===== src/rtl/alu_seq.sv =====
// Sequential ALU: single-cycle logic/add/sub/slt and an iterative shift-add multiply,
// with a valid/ready handshake on both sides and a registered result.
module alu_seq #(
   parameter int WIDTH = 32
) (
   input  logic             clk,
   input  logic             reset_n,
   input  logic             in_valid,
   output logic             in_ready,
   input  logic [WIDTH-1:0] a,
   input  logic [WIDTH-1:0] b,
   input  logic [2:0]       f,
   output logic [WIDTH-1:0] y,
   output logic             cout,
   output logic             overflow,
   output logic             zero,
   output logic             out_valid,
   input  logic             out_ready
);

   // state  | meaning
   // S_IDLE | no result pending, ready for a request
   // S_MUL  | shift-add multiply in progress, one multiplier bit per edge
   // S_HOLD | result valid on y/flags, waiting for out_ready

   localparam int CNT_W = (WIDTH > 2) ? $clog2(WIDTH) : 1;
   localparam logic [CNT_W-1:0] CNT_LAST = CNT_W'(WIDTH - 1);

   typedef enum logic [1:0] {
      S_IDLE = 2'd0,
      S_MUL  = 2'd1,
      S_HOLD = 2'd2
   } state_t;

   state_t r_state;
   state_t w_state_nxt;

   logic [WIDTH-1:0] r_y;
   logic             r_cout;
   logic             r_ovf;
   logic             r_zero;
   logic [WIDTH-1:0] r_mcand;
   logic [WIDTH-1:0] r_mplier;
   logic [WIDTH-1:0] r_prod;
   logic [CNT_W-1:0] r_cnt;

   logic [WIDTH-1:0] w_bb;
   logic [WIDTH:0]   w_sum;
   logic             w_add_ovf;
   logic [WIDTH-1:0] w_alu_y;
   logic             w_alu_cout;
   logic             w_alu_ovf;
   logic             w_is_mul;
   logic [WIDTH-1:0] w_prod_nxt;
   logic             w_mul_done;
   logic             w_accept;
   logic             w_load_alu;
   logic             w_load_mul;
   logic             w_start_mul;

   // Add/sub share one adder; f[2] inverts b and supplies the carry-in.
   always_comb begin
      w_bb      = f[2] ? ~b : b;
      w_sum     = {1'b0, a} + {1'b0, w_bb} + {{WIDTH{1'b0}}, f[2]};
      w_add_ovf = (a[WIDTH-1] == w_bb[WIDTH-1]) && (w_sum[WIDTH-1] != a[WIDTH-1]);
      w_is_mul  = (f == 3'b011);
   end

   always_comb begin
      w_alu_y    = '0;
      w_alu_cout = 1'b0;
      w_alu_ovf  = 1'b0;
      case (f[1:0])
         2'b00: w_alu_y = a & w_bb;
         2'b01: w_alu_y = a | w_bb;
         2'b10: begin
            w_alu_y    = w_sum[WIDTH-1:0];
            w_alu_cout = w_sum[WIDTH];
            w_alu_ovf  = w_add_ovf;
         end
         default: begin
            if (f[2]) begin
               w_alu_y    = {{(WIDTH-1){1'b0}}, w_sum[WIDTH-1] ^ w_add_ovf};
               w_alu_cout = w_sum[WIDTH];
               w_alu_ovf  = w_add_ovf;
            end
         end
      endcase
   end

   always_comb begin
      w_prod_nxt = r_prod + (r_mplier[0] ? r_mcand : {WIDTH{1'b0}});
      w_mul_done = (r_cnt == CNT_LAST);
   end

   // Reset gates in_ready so nothing is accepted while the block is held in reset.
   assign in_ready  = reset_n && ((r_state == S_IDLE) || ((r_state == S_HOLD) && out_ready));
   assign w_accept  = in_valid && in_ready;
   assign out_valid = (r_state == S_HOLD);
   assign y         = r_y;
   assign cout      = r_cout;
   assign overflow  = r_ovf;
   assign zero      = r_zero;

   always_comb begin
      w_state_nxt = r_state;
      w_load_alu  = 1'b0;
      w_load_mul  = 1'b0;
      w_start_mul = 1'b0;
      case (r_state)
         S_IDLE, S_HOLD: begin
            if (w_accept) begin
               if (w_is_mul) begin
                  w_state_nxt = S_MUL;
                  w_start_mul = 1'b1;
               end else begin
                  w_state_nxt = S_HOLD;
                  w_load_alu  = 1'b1;
               end
            end else if ((r_state == S_HOLD) && out_ready) begin
               w_state_nxt = S_IDLE;
            end
         end
         S_MUL: begin
            if (w_mul_done) begin
               w_state_nxt = S_HOLD;
               w_load_mul  = 1'b1;
            end
         end
         default: w_state_nxt = S_IDLE;
      endcase
   end

   always_ff @(posedge clk or negedge reset_n) begin
      if (!reset_n) begin
         r_state <= S_IDLE;
      end else begin
         r_state <= w_state_nxt;
      end
   end

   always_ff @(posedge clk or negedge reset_n) begin
      if (!reset_n) begin
         r_y      <= '0;
         r_cout   <= 1'b0;
         r_ovf    <= 1'b0;
         r_zero   <= 1'b1;
         r_mcand  <= '0;
         r_mplier <= '0;
         r_prod   <= '0;
         r_cnt    <= '0;
      end else begin
         if (w_load_alu) begin
            r_y    <= w_alu_y;
            r_cout <= w_alu_cout;
            r_ovf  <= w_alu_ovf;
            r_zero <= (w_alu_y == '0);
         end else if (w_load_mul) begin
            r_y    <= w_prod_nxt;
            r_cout <= 1'b0;
            r_ovf  <= 1'b0;
            r_zero <= (w_prod_nxt == '0);
         end
         if (w_start_mul) begin
            r_mcand  <= a;
            r_mplier <= b;
            r_prod   <= '0;
            r_cnt    <= '0;
         end else if (r_state == S_MUL) begin
            r_prod   <= w_prod_nxt;
            r_mcand  <= r_mcand << 1;
            r_mplier <= r_mplier >> 1;
            r_cnt    <= r_cnt + CNT_W'(1);
         end
      end
   end

endmodule


===== config.mk =====
export PLATFORM = sky130hd
export DESIGN_NAME = alu_seq
export DESIGN_NICKNAME = d
export VERILOG_FILES = /design/src/rtl/alu_seq.sv
export SDC_FILE = /design/constraint.sdc
export NUM_CORES = 1
export LEC_CHECK = 0
export ABC_AREA = 1
export BUFFER_PORTS_ARGS = -buffer_cell sky130_fd_sc_hd__buf_2
export CAP_MARGIN = 25
export CORE_UTILIZATION = 45
export CTS_BUF_LIST = sky130_fd_sc_hd__clkbuf_4 sky130_fd_sc_hd__clkbuf_8
export CTS_CLUSTER_DIAMETER = 80
export CTS_CLUSTER_SIZE = 20
export DETAILED_ROUTE_END_ITERATION = 10
export GPL_TIMING_DRIVEN = 1
export PLACE_DENSITY = 0.64
export SLEW_MARGIN = 20
export SYNTH_ARGS = -nofsm -noshare
export SYNTH_HDL_FRONTEND = slang
export SYNTH_SLANG_ARGS = --single-unit
export TNS_END_PERCENT = 10

===== constraint.sdc =====
create_clock -name clk -period 2.8 [get_ports clk]
set_clock_uncertainty 0.1 [all_clocks]
set_input_delay 0.42 -clock clk [delete_from_list [all_inputs] [get_ports clk]]
set_output_delay 0.42 -clock clk [all_outputs]
set_load 0.1 [all_outputs]

==> results.sh, run 1 <==
export IMPL_route_detailed_drc=0
export IMPL_synth_fp_nets=2190
export IMPL_clk_insertion_delay_late_ns=0.49
export IMPL_fmax_mhz=344
export IMPL_final_layout_size_suffix_gt1_share_pct=31.0
export IMPL_yosysTopAreaCell="dfrtp_1"
export IMPL_slew_viol_final=0
export IMPL_p_leak_nw=9.72
export IMPL_crit_chain="buf_12 -> buf_12 -> nand2_1 -> inv_1 -> ha_4 -> nand2_2 -> nor2_4 -> nand2_1 -> nor3_2 -> nand2_2 -> nand3_1 -> nand2_1 -> nor2_1 -> nand2_1 -> nor2_1 -> nand4_1 -> nand2_1 -> inv_2 -> a21oi_2"
export IMPL_final_common_cell="nand2_1"
export IMPL_ys_seq_area_share_pct=26.9
export IMPL_synth_avg_cell_area_um2=6.36
export IMPL_path_max_fanout=14
export IMPL_drtIter0Drc=1169
export IMPL_clk_pin_slew_ns=0.09
export IMPL_synth_area_leaders="dfrtp_1 27%, nand2_1 19%, inv_1 11%, ha_1 9.4%, nor2_1 4.5%"
export IMPL_period_needed_ns=2.91
export IMPL_min_period_over_period_pct=104
export IMPL_slew_headroom_pct=45.2
export IMPL_cts_tree="built"
export IMPL_worstSetupEndpointType="register"
export IMPL_rows=61
export IMPL_max_vdd_ir_drop_v=0.000655
export IMPL_setup_viol_count_final=1
export IMPL_hold_violations=23
export IMPL_synth_edf_count=0
export IMPL_die_area_mm2=0.0292
export IMPL_ys_flop_type="dfrtp_1"
export IMPL_pin_count=108
export IMPL_synth_top_area_share_pct=26.7
export IMPL_gp_congestion=1.01
export IMPL_worstSetupStartpointType="register"
export IMPL_violations="hold timing, setup timing"
export IMPL_vias=14800
export IMPL_die_h_um=171
export IMPL_ant_nets=0
export IMPL_cts_made_buffers=17
export IMPL_portBuffers=107
export IMPL_rsz0062_at_grt="true"
export IMPL_syn_instance_count=2020
export IMPL_diodes=0
export IMPL_finalNetCount=2583
export IMPL_max_clock_path_buffers=2
export IMPL_critPathSlowestCell="dfrtp_2"
export IMPL_track_usage_pct=32.7
export IMPL_worst_pin_slew_ns=0.823
export IMPL_grt_pass1_vias=13900
export IMPL_dr_pass1_iters=8
export IMPL_initial_core_util_pct=46.0
export IMPL_worstPathRequired_ns=3.11
export IMPL_slowest_delay_ns=0.50
export IMPL_grt_start_max_net_pins=139
export IMPL_hpwlAfterDp_mm=38.2
export IMPL_tns_ns=-0.108
export IMPL_cp_num_buf_inv=4
export IMPL_core_mm2=0.0279
export IMPL_area_delta_synth_final_pct=38.7
export IMPL_timing_hold_ws_ns=-0.0880
export IMPL_power_density_mw_per_mm2=909
export IMPL_critPathKind="reg -> reg"
export IMPL_ys_warn_count=0
export IMPL_worst_path_most_repeated_cell="nand2_1"
export IMPL_fin_ws_ns=-0.108
export IMPL_min_path_type="in -> async"
export IMPL_cts_hold_buf=0
export IMPL_root_buffer="clkbuf_8"
export IMPL_vias_per_cell=5.27
export IMPL_chipWidth_um=171
export IMPL_h_tree_depth=4
export IMPL_drv_cap=0
export IMPL_globalRouteOverflowTotal=0
export IMPL_clock_sinks=138
export IMPL_critical_path_arrival_ns=3.22
export IMPL_drt_wl_total_mm=48.5
export IMPL_antenna_found_initial=0
export IMPL_most_common_layout_cells="580 x nand2_1, 363 x inv_1, 308 x buf_4"
export IMPL_status="complete, but fails checks"
export IMPL_syn_area_mm2=0.0128
export IMPL_path_delay_family="simple AND/OR/NAND/NOR gates"
export IMPL_total_power_w=0.0162
export IMPL_fin_util_pct=63.8
export IMPL_grt_pass1_wl_mm=73.0
export IMPL_ys_types=45
export IMPL_nFillCells=2554
export IMPL_ys_async_sr_fraction_pct=100
export IMPL_synth_seq_cells=138
export IMPL_wire_per_inst_um=17.3
state kept, by name, summed over array words and instances, names as in the netlist:
signal / flops
r_prod: 32
r_mplier: 32
y: 32
zero: 1
overflow: 1
r_mcand: 32
cout: 1
r_state: 2
r_cnt: 5
area by class of cell:
type / count / area, µm² / area share, %
multi-input combinational: 1421 / 8780 / 49.3
sequential: 138 / 3460 / 19.4
timing repair buffer: 431 / 3180 / 17.8
inverter: 404 / 1520 / 8.53
tap: 378 / 473 / 2.66
clock buffer: 17 / 234 / 1.31
clock inverter: 15 / 176 / 0.990
kinds of logic after synthesis:
group | Yosys count | synth area share [%]
adders and majority gates | 99 | 9.76
AOI/OAI and AO/OA | 270 | 13.6
xor gates and xnor gates | 45 | 3.07
buffers and inverters | 461 | 13.8
and+or+nand+nor | 1007 | 32.9
DFF | 138 | 26.9
synth_stat cells (8+ instances only):
| cell | count |
|---|---|
| nand2_1 | 655 |
| inv_1 | 391 |
| nor2_1 | 153 |
| dfrtp_1 | 137 |
| ha_1 | 97 |
| nand3_1 | 90 |
| a21oi_1 | 82 |
| o21ai_0 | 46 |
| o221ai_1 | 36 |
| xnor2_1 | 35 |
| clkbuf_1 | 28 |
| nand2_2 | 28 |
| o211ai_1 | 27 |
| o22ai_1 | 23 |
| nand4_1 | 22 |
| buf_2 | 18 |
| a31oi_1 | 16 |
| nor2_2 | 14 |
| nand3b_1 | 13 |
| a22o_1 | 12 |
| a32o_1 | 12 |
| inv_2 | 11 |
| xor2_1 | 10 |
| nor3_1 | 8 |
| o21bai_1 | 8 |
worst paths after layout:
| path | depth (start not counted) | startpoint | endpoint | slack [ns] |
|---|---|---|---|---|
| setup / recovery | 19 | r_mplier[0]$_DFFE_PN0P_ | zero$_DFFE_PN1P_ | -0.11 |
| hold / removal | 2 | reset_n | r_mcand[5]$_DFFE_PN0P_ | -0.09 |
| setup reg to reg | 19 | r_mplier[0]$_DFFE_PN0P_ | zero$_DFFE_PN1P_ | -0.11 |
| max in group asynchronous | 2 | reset_n | y[23]$_DFFE_PN0P_ | 2.01 |
| min in group clk | 3 | b[31] | r_mplier[31]$_DFFE_PN0P_ | 0.08 |
| hold reg to reg | 2 | y[16]$_DFFE_PN0P_ | y[16]$_DFFE_PN0P_ | 0.39 |
power breakdown:
part / switching (W) / internal (W) / leakage, nW
Combinational: 0.00664 / 0.00424 / 7.80
Clock: 0.000937 / 0.000754 / 0.205
Sequential: 0.000727 / 0.00291 / 1.72
what timing repair did:
action                                  4_1_cts  5_1_grt
setup buffers                                 1       10
gates cloned                                  0        5
resized for setup                            47      217
endpoints found under the setup margin        6       24
pin swaps                                     7       65
per-stage QoR:
step / hold WS [ns] / setup WS [ns] / instance area, µm² / instances
5_1_grt: -0.00674 / -0.297 / 17800 / 2804
6_report: -0.0880 / -0.108 / 17800 / 2804
2_1_floorplan: 0.0244 / 0.0246 / 12900 / 2020
4_1_cts: 0.0139 / -0.0880 / 16800 / 2789
3_3_place_gp: 0.365 / -0.593 / 16100 / 2756
3_5_place_dp: 0.373 / -0.612 / 16100 / 2756
layer usage:
layer	track usage, %	up-vias	share of wire (%)
met5	0	-	0
met4	11.7	0	3.6
met3	2.82	83	5.0
met2	54.7	540	47
met1	43.9	7008	44
li1	-	7147	-
(Power assumes the default switching activity.)
==> inputs of run 2 (changes only) <==
Settings changed: CORE_ASPECT_RATIO set to 0.6.
==> run 2 against run 1 <==
Against the previous run:
- the run ends with DRC, hold timing, setup timing left
- power down 5.4%
- worst hold slack better by 0.076 ns
- sequential power fell by 3%
- sequential cell count is the same
- wire length grew 2.8%
==> results.sh, run 2 (synthesis results as in run 1) <==
export IMPL_rsz0062_at_grt="true"
export IMPL_total_power_w=0.0153
export IMPL_drv_cap=0
export IMPL_most_common_layout_cells="633 x nand2_1, 386 x inv_1, 332 x buf_4"
export IMPL_hold_violations=17
export IMPL_power_density_mw_per_mm2=899
export IMPL_pin_count=108
export IMPL_cts_tree="built"
export IMPL_fin_util_pct=61.3
export IMPL_cp_startpoint="r_mplier[0]$_DFFE_PN0P_"
export IMPL_grt_pass1_vias=13800
export IMPL_r2r_cells=18
export IMPL_vias=14500
export IMPL_clk_pin_slew_ns=0.09
export IMPL_worstSetupStartpointType="register"
export IMPL_cts_made_buffers=17
export IMPL_route_detailed_drc=6
export IMPL_core_mm2=0.0278
export IMPL_dr_pass1_iters=10
export IMPL_path_max_fanout=25
export IMPL_min_path_type="in -> async"
export IMPL_wire_per_inst_um=17.7
export IMPL_die_h_um=133
export IMPL_portBuffers=107
export IMPL_violations="DRC, hold timing, setup timing"
export IMPL_setup_viol_count_final=2
export IMPL_max_clock_path_buffers=2
export IMPL_root_buffer="clkbuf_8"
export IMPL_r2r_start="r_mplier[0]$_DFFE_PN0P_"
export IMPL_initial_core_util_pct=46.2
export IMPL_grt_pass1_wl_mm=76.9
export IMPL_fin_ws_ns=-0.191
export IMPL_path_delay_family="simple AND/OR/NAND/NOR gates"
export IMPL_postCtsSetupRepairBufs=0
export IMPL_r2r_end="zero$_DFFE_PN1P_"
export IMPL_instances_no_fill=2809
export IMPL_worstSetupEndpointType="register"
export IMPL_slowest_delay_ns=0.43
export IMPL_worstPathRequired_ns=3.12
export IMPL_die_area_mm2=0.0293
export IMPL_p_leak_nw=9.61
export IMPL_dp_slack_ns=-0.526
export IMPL_gp_congestion=1.02
export IMPL_drt_wl_total_mm=49.9
export IMPL_crit_chain="buf_12 -> nand2_1 -> inv_1 -> ha_1 -> nand2_1 -> nor2_2 -> and2_4 -> and2_1 -> nand2_2 -> nand3_1 -> nand2_1 -> nor2_1 -> nand2_1 -> nor2_2 -> nand4_1 -> nand2_1 -> inv_1 -> a21oi_2"
export IMPL_track_usage_pct=34.7
export IMPL_grt_start_max_net_pins=139
export IMPL_diodes=0
export IMPL_critPathSlowestCell="dfrtp_1"
export IMPL_max_vdd_ir_drop_v=0.00113
export IMPL_timing_hold_ws_ns=-0.0122
export IMPL_globalRouteOverflowTotal=0
export IMPL_slew_viol_final=0
export IMPL_cts_hold_buf=0
export IMPL_drtIter0Drc=1398
export IMPL_cp_num_buf_inv=3
export IMPL_rows=47
export IMPL_tns_ns=-0.213
export IMPL_final_common_cell="nand2_1"
export IMPL_antenna_found_initial=0
export IMPL_period_needed_ns=2.99
export IMPL_nFillCells=2699
export IMPL_register_area_mm2=0.00345
export IMPL_final_layout_size_suffix_gt1_share_pct=25.3
export IMPL_multi_input_area_mm2=0.00802
export IMPL_area_delta_synth_final_pct=32.7
export IMPL_fmax_mhz=334
export IMPL_chipWidth_um=220
export IMPL_worst_pin_slew_ns=0.834
export IMPL_worst_path_most_repeated_cell="nand2_1"
export IMPL_critPathKind="reg -> reg"
export IMPL_status="complete, but fails checks"
export IMPL_clock_sinks=138
export IMPL_ant_nets=0
export IMPL_clk_insertion_delay_late_ns=0.48
export IMPL_slew_headroom_pct=44.2
export IMPL_place_inst=2777
export IMPL_finalNetCount=2599
export IMPL_h_tree_depth=4
export IMPL_vias_per_cell=5.18
export IMPL_r2r_slack_ns=-0.19
export IMPL_min_period_over_period_pct=107
export IMPL_critical_path_arrival_ns=3.31
export IMPL_crit_cells=18
export IMPL_worstSetupEndpoint="zero$_DFFE_PN1P_"
export IMPL_hpwlAfterDp_mm=40.7
[run 2: changes by cell type in the layout (fill, tap and decap cells not counted), moves of 10 or more]
cell,before,now
nand2_1,580,633
ha_1,66,82
nor2_1,125,144
nor2_2,30,15
buf_4,308,332
a21oi_1,58,73
inv_1,363,386
nand2_4,15,3
nand2_2,89,48
inv_2,39,15
a21oi_2,22,12
xnor2_1,20,32
ha_4,29,14
[run 2: through the flow]
stage	hold WS (ns)	area [µm²]
3_5_place_dp	0.384	16200
2_1_floorplan	0.0244	12900
5_1_grt	0.0298	17100
4_1_cts	0.0109	16900
3_3_place_gp	0.374	16200
6_report	-0.0122	17100
[run 2: where the power goes]
part | switching (W) | total (W) | internal [W]
registers | 0.000630 | 0.00353 | 0.00290
clock network | 0.000891 | 0.00184 | 0.000949
logic | 0.00619 | 0.00995 | 0.00376
[run 2: cell type report]
cell class | count | share of cell area (%)
clock buffers | 20 | 1.58
clock inverters | 12 | 0.939
well taps | 367 | 2.69
repair buffers | 447 | 18.6
flip-flops and latches | 138 | 20.3
multi-input cells | 1421 | 47.0
inverters | 404 | 8.89
[run 2: timing repair]
action                     CTS  global route
hold endpoints to repair     0             0
resized for setup           44            34
setup endpoints to repair    6            31
pin swaps                    9             3
[run 2: metal layers]
layer,vias to the layer above,wire (µm),global-route usage [%]
met5,-,0,0
met3,62,4100,7.40
met4,0,910,8.28
met2,554,20200,50.0
met1,6748,24700,52.1
li1,7184,-,-
[run 2: worst min path at each step]
stage                                start                      to  slack, ns  depth (start not counted)
floorplan                          reset_n        cout$_DFFE_PN0P_       0.02                          0
global placement    r_prod[12]$_DFFE_PN0P_  r_prod[12]$_DFFE_PN0P_       0.37                          2
detailed placement   r_prod[8]$_DFFE_PN0P_   r_prod[8]$_DFFE_PN0P_       0.38                          2
CTS                                reset_n    r_cnt[2]$_DFFE_PN0P_       0.01                          2
global route                       reset_n    r_cnt[1]$_DFFE_PN0P_       0.03                          2
finish                             reset_n    r_cnt[1]$_DFFE_PN0P_      -0.01                          2
